[config.mk]
export PLATFORM = sky130hd
export DESIGN_NAME = bcd_timer_bank_flat
export DESIGN_NICKNAME = d
export VERILOG_FILES = /design/src/rtl/timer_pkg.sv /design/src/rtl/bcd_timer_bank_if.sv /design/src/rtl/bcd_timer_bank_hms_down.sv /design/src/rtl/bcd_timer_bank.sv /design/src/flat_wrapper.sv
export SDC_FILE = /design/constraint.sdc
export NUM_CORES = 1
export LEC_CHECK = 0
export BUFFER_PORTS_ARGS = -buffer_cell sky130_fd_sc_hd__buf_4
export CAP_MARGIN = 20
export CELL_PAD_IN_SITES_DETAIL_PLACEMENT = 1
export CELL_PAD_IN_SITES_GLOBAL_PLACEMENT = 1
export CORE_ASPECT_RATIO = 0.8
export CORE_UTILIZATION = 45
export DETAILED_ROUTE_END_ITERATION = 12
export PLACE_DENSITY_LB_ADDON = 0.1
export SYNTH_ARGS = -nofsm -noshare
export SYNTH_HDL_FRONTEND = slang
export SYNTH_SLANG_ARGS = --single-unit
[constraint.sdc]
create_clock -name CLK -period 4.1 [get_ports CLK]
set_clock_uncertainty 0.1 [all_clocks]
set_input_delay 0.205 -clock CLK [delete_from_list [all_inputs] [get_ports CLK]]
set_output_delay 0.205 -clock CLK [all_outputs]
set_load 0.1 [all_outputs]
[src/rtl/timer_pkg.sv]
// Shared types, BCD limits and helpers for the BCD countdown timer bank.
package timer_pkg;

  typedef enum logic [1:0] {
    ST_IDLE  = 2'b00,
    ST_RUN   = 2'b01,
    ST_PAUSE = 2'b10,
    ST_RING  = 2'b11
  } ch_state_e;

  localparam logic [7:0]  BCD_MAX_MS = 8'h59;
  localparam logic [7:0]  BCD_MAX_H  = 8'h23;
  localparam int unsigned RCNT_W     = 8;

  // HH:MM:SS value, each field {tens,units} BCD
  typedef struct packed {
    logic [7:0] h;
    logic [7:0] m;
    logic [7:0] s;
  } hms_t;

  // Both nibbles of a BCD byte are decimal digits
  function automatic logic bcd_nib_ok(input logic [7:0] v);
    return (v[7:4] <= 4'd9) && (v[3:0] <= 4'd9);
  endfunction

  // Legal time-of-day style load value
  function automatic logic bcd_valid(input logic [7:0] h, input logic [7:0] m,
                                     input logic [7:0] s);
    return bcd_nib_ok(h) && bcd_nib_ok(m) && bcd_nib_ok(s) &&
           (h <= BCD_MAX_H) && (m <= BCD_MAX_MS) && (s <= BCD_MAX_MS);
  endfunction

  // BCD decrement of one byte; 00 wraps to the supplied value
  function automatic logic [7:0] bcd_dec(input logic [7:0] v, input logic [7:0] wrap);
    logic [7:0] r;
    r = wrap;
    if (v[3:0] != 4'd0)      r = {v[7:4], v[3:0] - 4'd1};
    else if (v[7:4] != 4'd0) r = {v[7:4] - 4'd1, 4'd9};
    return r;
  endfunction

endpackage

[src/rtl/bcd_timer_bank_if.sv]
// Control/display bundle between the user-input/VGA side and the timer bank.
interface bcd_timer_bank_if #(
  parameter int unsigned N_CH = 4
);
  localparam int unsigned CH_W = (N_CH > 1) ? $clog2(N_CH) : 1;

  logic            tick_1hz;
  logic            ld_en;
  logic [CH_W-1:0] ld_ch;
  logic [7:0]      ld_h;
  logic [7:0]      ld_m;
  logic [7:0]      ld_s;
  logic            start;
  logic            stop;
  logic [CH_W-1:0] cmd_ch;
  logic [N_CH-1:0] apagar_alarma;
  logic [CH_W-1:0] sel_ch;
  logic [7:0]      h_VGA;
  logic [7:0]      mi_VGA;
  logic [7:0]      s_VGA;
  logic [N_CH-1:0] run;
  logic [N_CH-1:0] ring;
  logic            activring;
  logic            ld_err;

  modport master (
    output tick_1hz, ld_en, ld_ch, ld_h, ld_m, ld_s, start, stop, cmd_ch,
           apagar_alarma, sel_ch,
    input  h_VGA, mi_VGA, s_VGA, run, ring, activring, ld_err
  );

  modport slave (
    input  tick_1hz, ld_en, ld_ch, ld_h, ld_m, ld_s, start, stop, cmd_ch,
           apagar_alarma, sel_ch,
    output h_VGA, mi_VGA, s_VGA, run, ring, activring, ld_err
  );

endinterface

[src/rtl/bcd_timer_bank_hms_down.sv]
// One HH:MM:SS countdown channel with run/pause control and a timed ring.
module bcd_hms_down
  import timer_pkg::*;
#(
  parameter int unsigned RING_SEC = 60
) (
  input  logic      clk,
  input  logic      rst_n,
  input  logic      i_tick,
  input  logic      i_ld,
  input  hms_t      i_ld_val,
  input  logic      i_start,
  input  logic      i_stop,
  input  logic      i_ack,
  output hms_t      o_val,
  output ch_state_e o_state,
  output logic      o_run,
  output logic      o_ring
);

  ch_state_e         r_state, w_state_nx;
  hms_t              r_val, w_val_nx;
  logic [RCNT_W-1:0] r_rcnt, w_rcnt_nx;
  logic              w_nonzero;
  logic              w_last;

  // State, value and ring-counter registers
  always_ff @(posedge clk or negedge rst_n) begin
    if (!rst_n) begin
      r_state <= ST_IDLE;
      r_val   <= '0;
      r_rcnt  <= '0;
    end else begin
      r_state <= w_state_nx;
      r_val   <= w_val_nx;
      r_rcnt  <= w_rcnt_nx;
    end
  end

  // Next state: load/start/stop control, BCD borrow chain, expiry and ring timeout
  always_comb begin
    w_state_nx = r_state;
    w_val_nx   = r_val;
    w_rcnt_nx  = r_rcnt;
    w_nonzero  = (r_val != '0);
    w_last     = (r_val == hms_t'(24'h000001));
    case (r_state)
      ST_IDLE, ST_PAUSE: begin
        if (i_ld) begin
          w_val_nx   = i_ld_val;
          w_state_nx = ST_IDLE;
        end else if (i_start && !i_stop && w_nonzero) begin
          w_state_nx = ST_RUN;
        end
      end
      ST_RUN: begin
        if (i_stop) begin
          w_state_nx = ST_PAUSE;
        end else if (i_tick) begin
          if (w_last) begin
            w_val_nx   = '0;
            w_state_nx = ST_RING;
            w_rcnt_nx  = RCNT_W'(RING_SEC);
          end else begin
            w_val_nx.s = bcd_dec(r_val.s, BCD_MAX_MS);
            if (r_val.s == 8'h00) begin
              w_val_nx.m = bcd_dec(r_val.m, BCD_MAX_MS);
              if (r_val.m == 8'h00) w_val_nx.h = bcd_dec(r_val.h, 8'h00);
            end
          end
        end
      end
      ST_RING: begin
        if (i_ack) begin
          w_state_nx = ST_IDLE;
          w_rcnt_nx  = '0;
        end else if (i_tick) begin
          if (r_rcnt <= RCNT_W'(1)) begin
            w_state_nx = ST_IDLE;
            w_rcnt_nx  = '0;
          end else begin
            w_rcnt_nx = r_rcnt - RCNT_W'(1);
          end
        end
      end
      default: w_state_nx = ST_IDLE;
    endcase
  end

  assign o_val   = r_val;
  assign o_state = r_state;
  assign o_run   = (r_state == ST_RUN);
  assign o_ring  = (r_state == ST_RING);

endmodule

[src/rtl/bcd_timer_bank.sv]
// Bank of independent BCD countdown timers with display mux and combined ring flag.
module bcd_timer_bank
  import timer_pkg::*;
#(
  parameter int unsigned N_CH     = 4,
  parameter int unsigned RING_SEC = 60
) (
  input logic              CLK,
  input logic              btn_RESET_n,
  bcd_timer_bank_if.slave  bus
);

  localparam int unsigned CH_W = (N_CH > 1) ? $clog2(N_CH) : 1;

  hms_t            w_val [N_CH];
  ch_state_e       w_state [N_CH];
  logic [N_CH-1:0] w_ld_hit;
  logic [N_CH-1:0] w_loadable;
  logic [N_CH-1:0] w_start;
  logic [N_CH-1:0] w_stop;
  logic [N_CH-1:0] w_run;
  logic [N_CH-1:0] w_ring;
  hms_t            w_ld_val;
  logic            w_ld_valid;
  logic            w_ld_ok;
  hms_t            w_disp;
  hms_t            r_disp;
  logic            r_ld_err;
  logic            r_activring;

  assign w_ld_val   = {bus.ld_h, bus.ld_m, bus.ld_s};
  assign w_ld_valid = bcd_valid(bus.ld_h, bus.ld_m, bus.ld_s);
  assign w_ld_ok    = w_ld_valid && (|(w_ld_hit & w_loadable));

  // Per-channel address decode and timer instances
  for (genvar gi = 0; gi < N_CH; gi++) begin : g_ch
    assign w_ld_hit[gi]   = bus.ld_en && (bus.ld_ch == CH_W'(gi));
    assign w_start[gi]    = bus.start && (bus.cmd_ch == CH_W'(gi));
    assign w_stop[gi]     = bus.stop  && (bus.cmd_ch == CH_W'(gi));
    assign w_loadable[gi] = (w_state[gi] == ST_IDLE) || (w_state[gi] == ST_PAUSE);

    bcd_hms_down #(.RING_SEC(RING_SEC)) u_ch (
      .clk      (CLK),
      .rst_n    (btn_RESET_n),
      .i_tick   (bus.tick_1hz),
      .i_ld     (w_ld_hit[gi] && w_ld_valid && w_loadable[gi]),
      .i_ld_val (w_ld_val),
      .i_start  (w_start[gi]),
      .i_stop   (w_stop[gi]),
      .i_ack    (bus.apagar_alarma[gi]),
      .o_val    (w_val[gi]),
      .o_state  (w_state[gi]),
      .o_run    (w_run[gi]),
      .o_ring   (w_ring[gi])
    );
  end

  // Display source select; out-of-range channel shows zero
  always_comb begin
    w_disp = '0;
    for (int i = 0; i < N_CH; i++) begin
      if (bus.sel_ch == CH_W'(i)) w_disp = w_val[i];
    end
  end

  // Registered display, load-error pulse and combined ring flag
  always_ff @(posedge CLK or negedge btn_RESET_n) begin
    if (!btn_RESET_n) begin
      r_disp      <= '0;
      r_ld_err    <= 1'b0;
      r_activring <= 1'b0;
    end else begin
      r_disp      <= w_disp;
      r_ld_err    <= bus.ld_en && !w_ld_ok;
      r_activring <= |w_ring;
    end
  end

  assign bus.h_VGA     = r_disp.h;
  assign bus.mi_VGA    = r_disp.m;
  assign bus.s_VGA     = r_disp.s;
  assign bus.run       = w_run;
  assign bus.ring      = w_ring;
  assign bus.activring = r_activring;
  assign bus.ld_err    = r_ld_err;

endmodule

[src/flat_wrapper.sv]
// flat-port wrapper written by rule: the top's interface ports become plain ports
module bcd_timer_bank_flat import timer_pkg::*;
#(
  parameter int unsigned N_CH     = 4,
  parameter int unsigned RING_SEC = 60
)
  (CLK, btn_RESET_n, bus_tick_1hz, bus_ld_en, bus_ld_ch, bus_ld_h, bus_ld_m, bus_ld_s, bus_start, bus_stop, bus_cmd_ch, bus_apagar_alarma, bus_sel_ch, bus_h_VGA, bus_mi_VGA, bus_s_VGA, bus_run, bus_ring, bus_activring, bus_ld_err);
  bcd_timer_bank_if #(.N_CH(N_CH)) bus_i ();
  input logic CLK;
  input logic btn_RESET_n;
  input wire logic [$bits(bus_i.tick_1hz)-1:0] bus_tick_1hz;
  input wire logic [$bits(bus_i.ld_en)-1:0] bus_ld_en;
  input wire logic [$bits(bus_i.ld_ch)-1:0] bus_ld_ch;
  input wire logic [$bits(bus_i.ld_h)-1:0] bus_ld_h;
  input wire logic [$bits(bus_i.ld_m)-1:0] bus_ld_m;
  input wire logic [$bits(bus_i.ld_s)-1:0] bus_ld_s;
  input wire logic [$bits(bus_i.start)-1:0] bus_start;
  input wire logic [$bits(bus_i.stop)-1:0] bus_stop;
  input wire logic [$bits(bus_i.cmd_ch)-1:0] bus_cmd_ch;
  input wire logic [$bits(bus_i.apagar_alarma)-1:0] bus_apagar_alarma;
  input wire logic [$bits(bus_i.sel_ch)-1:0] bus_sel_ch;
  output wire logic [$bits(bus_i.h_VGA)-1:0] bus_h_VGA;
  output wire logic [$bits(bus_i.mi_VGA)-1:0] bus_mi_VGA;
  output wire logic [$bits(bus_i.s_VGA)-1:0] bus_s_VGA;
  output wire logic [$bits(bus_i.run)-1:0] bus_run;
  output wire logic [$bits(bus_i.ring)-1:0] bus_ring;
  output wire logic [$bits(bus_i.activring)-1:0] bus_activring;
  output wire logic [$bits(bus_i.ld_err)-1:0] bus_ld_err;
  assign bus_i.tick_1hz = bus_tick_1hz;
  assign bus_i.ld_en = bus_ld_en;
  assign bus_i.ld_ch = bus_ld_ch;
  assign bus_i.ld_h = bus_ld_h;
  assign bus_i.ld_m = bus_ld_m;
  assign bus_i.ld_s = bus_ld_s;
  assign bus_i.start = bus_start;
  assign bus_i.stop = bus_stop;
  assign bus_i.cmd_ch = bus_cmd_ch;
  assign bus_i.apagar_alarma = bus_apagar_alarma;
  assign bus_i.sel_ch = bus_sel_ch;
  assign bus_h_VGA = bus_i.h_VGA;
  assign bus_mi_VGA = bus_i.mi_VGA;
  assign bus_s_VGA = bus_i.s_VGA;
  assign bus_run = bus_i.run;
  assign bus_ring = bus_i.ring;
  assign bus_activring = bus_i.activring;
  assign bus_ld_err = bus_i.ld_err;
  bcd_timer_bank #(.N_CH(N_CH), .RING_SEC(RING_SEC)) u_core (.CLK(CLK), .btn_RESET_n(btn_RESET_n), .bus(bus_i));
endmodule
==> PnR_summary.wiki <==
{| class="wikitable"
! Metric !! Value
|-
| Gp weighted congestion || 0.8795
|-
| Area after DPL || 0.01110 mm²
|-
| WP data required || 4350 ps
|-
| Layout cell share with drive strength beyond 1 || 14.30%
|-
| Global routing usage summed across all routing layers || 33.83%
|-
| Outcome || completed
|-
| Via count || 10140
|-
| R2R cell count || 8
|-
| Number of gates given a new drive strength after cts || 0
|-
| First-pass GRT wire length || 59290 µm
|-
| Source of the worst register-to-register timing path || u_core.g_ch[3].u_ch.o_val[12]
|-
| Max_cap viols || 0
|-
| Post-synthesis simple-gate area fraction || 20.59%
|-
| Average via count per standard cell || 6.478
|-
| Core outline area || 0.02244 mm²
|-
| Die Span Y || 137.1 µm
|-
| RSZ-0062 raised after global routing || false
|-
| Period utilisation layout || 79.33%
|-
| Leading cell type in the layout, fill and taps excluded || dfrtp_1
|-
| Final Slew Violations || 0
|-
| Area of the die || 0.02343 mm²
|-
| Clock tree from TritonCTS || built
|-
| Clock Root Buffer || clkbuf_16
|-
| Synth warnings || 0
|-
| Synthesized-area fraction occupied by xor and xnor cells || 0.4265%
|-
| Final Total Pwr || 9894 µW
|-
| Endpoint of the worst-slack reg-to-reg timing path || u_core.g_ch[3].u_ch.r_rcnt[7]
|-
| Total detailed-routing wirelength || 37980 µm
|-
| Synth async-reset ratio || 100.0%
|-
| IO Port Bufs || 73
|-
| Arithmetic-cell share of the synthesized area counting full adders, half adders and majority gates || 2.437%
|-
| Total negative slack for setup checks || 0 ps
|-
| Sinks on Clock Net || 162
|-
| Largest vdd supply drop || 0.4485 mV
|-
| Number of buffers added by the clock tree synthesis step || 17
|-
| CTS H-tree lvls || 4
|-
| Arr. time, crit path || 3510 ps
|-
| Number of detailed-route iterations in the first pass || 5
|-
| Total count of hold-check failures in the final report || 0
|-
| Via count of the first global-routing pass || 10080
|-
| Leakage || 0.004905 µW
|-
| Antenna viol nets, final || 0
|-
| Flip-flop and latch count after synthesis || 162
|-
| Initial antenna violation count || 0
|-
| Mapped Avg Cell Area || 8.628 µm²
|-
| Mapped cell area || 0.01027 mm²
|-
| Share of the synthesized area in compound gates (AO/OA/AOI/OAI) || 25.13%
|-
| Area added between synthesis and finish || 14.33%
|-
| Kind of critical path || reg -> reg
|-
| Hold Path Class || in -> reg
|-
| Number of endpoints failing setup at the final stage || 0
|-
| Worst-margin pin slew || 1030 ps
|-
| DRC violation count after routing || 0
|-
| Remaining global-route overflow || 0
|-
| Headroom to the max-slew limit || 30.71%
|-
| Crit path from || u_core.g_ch[3].u_ch.o_val[12]
|-
| Achievable frequency || 307.4 MHz
|-
| HPWL after detailed placement || 27240 µm
|-
| Synthesized Nets || 1250
|-
| Final critical-path required period || 3253 ps
|-
| Worst setup SP type || flip-flop
|-
| Pwr per Cell Area || 842.8 mW/mm²
|-
| Maximum buffer depth of the clock tree || 2
|-
| Number of core rows || 49
|-
| Effective utilization at floorplan || 45.76%
|-
| Main combinational cell family by area after synthesis || compound AO/OA/AOI/OAI gates
|-
| Largest fanout of any net on the critical path || 14
|-
| Width of the die || 170.9 µm
|-
| Most frequent cells in the layout || dfrtp_1, nor2_1, a21oi_1
|-
| Capturing element type of the critical path || flip-flop
|-
| Final Cell Area || 0.01174 mm²
|-
| Worst setup endpoint || u_core.g_ch[3].u_ch.r_rcnt[7]
|-
| R2r setup slk || 850 ps
|-
| Clock-pin slew on the worst setup and hold paths || 70 ps
|-
| Cell count after synthesis || 1190
|-
| Synth Flop Type || dfrtp_1
|-
| EDFF count, synth || 0
|-
| Wirelength per Cell || 24.27 µm
|-
| Maximum number of pins on one net before global-route repair || 91
|-
| Diodes inserted || 0
|-
| Util after Layout || 52.31%
|-
| Initial drt markers || 963
|-
| Total Nets Final || 1306
|-
| Post-CTS setup-driven buffer insertion count || 0
|-
| Sequential-to-total area share from yosys stat || 39.48%
|-
| Fraction of synthesized area in multiplexers || 6.507%
|-
| Num ports || 74
|-
| Clock latency of the later-clocked register in the worst-skew pair || 450 ps
|-
| Count of different cell masters after synthesis || 85
|}
## worst max-delay path, stage by stage (launching register included)
cell and delay [ps]:
dfrtp_1 410, inv_1 110, ha_1 210, nor3b_1 480, nand2_2 240, or4_1 580, a21bo_1 370, or3_4 440
o31ai_2 220
## state kept, by name, summed over array words and instances (netlist names)
signal,flops
u_core.bus.s_VGA,8
u_core.bus.ld_err,1
u_core.g_ch.u_ch.o_val,96
u_core.bus.h_VGA,8
u_core.g_ch.u_ch.r_rcnt,32
u_core.bus.mi_VGA,8
u_core.bus.activring,1
u_core.g_ch.u_ch.o_state,8
## synth_stat cells, drive strengths merged (6+ instances only)
cell,n,area share (%)
a31oi,15,0.91
a211oi,11,0.80
a2bb2oi,6,0.68
o21ai,144,7.1
and3,13,0.79
clkbuf,48,1.8
or3,12,0.78
o31ai,15,1.1
nand2,70,2.6
a22oi,11,0.80
or2,12,0.73
o22ai,24,1.5
nand2b,14,0.85
nor2,130,4.8
o22a,10,0.85
buf,20,1.1
o2bb2ai,11,1.0
dfrtp,162,39
nor4,23,1.7
nand3,24,1.2
inv,69,2.5
nor4b,7,0.60
o211ai,6,0.44
nor2b,8,0.49
a21oi,119,5.8
mux4,25,5.5
ha,20,2.4
or4,6,0.44
nor3,55,2.8
nand4,6,0.37
nor3b,13,1.0
mux2i,6,0.58
## cell type report
class	instances	area, µm²
multi-input cells	891	5659
clock buffers	18	439.2
repair buffers	105	814.5
well taps	306	382.9
inverters	69	259.0
flip-flops and latches	162	4054
clock inverters	14	130.1
fillers	2703	10700
## worst min path at each step
stage,startpoint,to,depth (start not counted)
2_1_floorplan,btn_RESET_n,u_core.bus.activring,0
3_3_place_gp,btn_RESET_n,u_core.g_ch[0].u_ch.r_rcnt[1],1
3_5_place_dp,btn_RESET_n,u_core.g_ch[0].u_ch.r_rcnt[0],1
4_1_cts,bus_ld_s[4],u_core.g_ch[1].u_ch.o_val[4],3
5_1_grt,bus_ld_s[3],u_core.g_ch[1].u_ch.o_val[3],3
6_report,bus_ld_s[4],u_core.g_ch[1].u_ch.o_val[4],3
## timing repair
item	4_1_cts	5_1_grt
hold buffers	6	0
endpoints found under the setup margin	0	0
endpoints found under the hold margin	96	0
## report_power, final
part	switching (µW)	internal (µW)
Clock	741	860
Combinational	3380	1620
Sequential	990	2300
Total	5120	4780
## routing by layer
metal  up-vias  track usage, %  routed length, µm
li1       4527               -                  -
met1      5175           47.40              17260
met2       369           51.54              16980
met3        65           8.415               2919
met4         2           9.226                733
met5         -           3.261                 94
## stage by stage
stage,std cells,worst slack (ps),hold WS (ps)
6_report,1565,847.3,12.12
5_1_grt,1565,722.5,37.02
4_1_cts,1563,870.0,7.681
3_5_place_dp,1525,901.6,242.9
3_3_place_gp,1525,1006,241.4
2_1_floorplan,1190,1389,-190.6
## logic make-up after synthesis
kind of cell	after synthesis
fa+ha+maj	20
compound gates	419
flops	162
buf+inv	137
mux	35
xor+xnor	5
simple gates	412
Note: power is estimated with default switching activity, not from simulation.
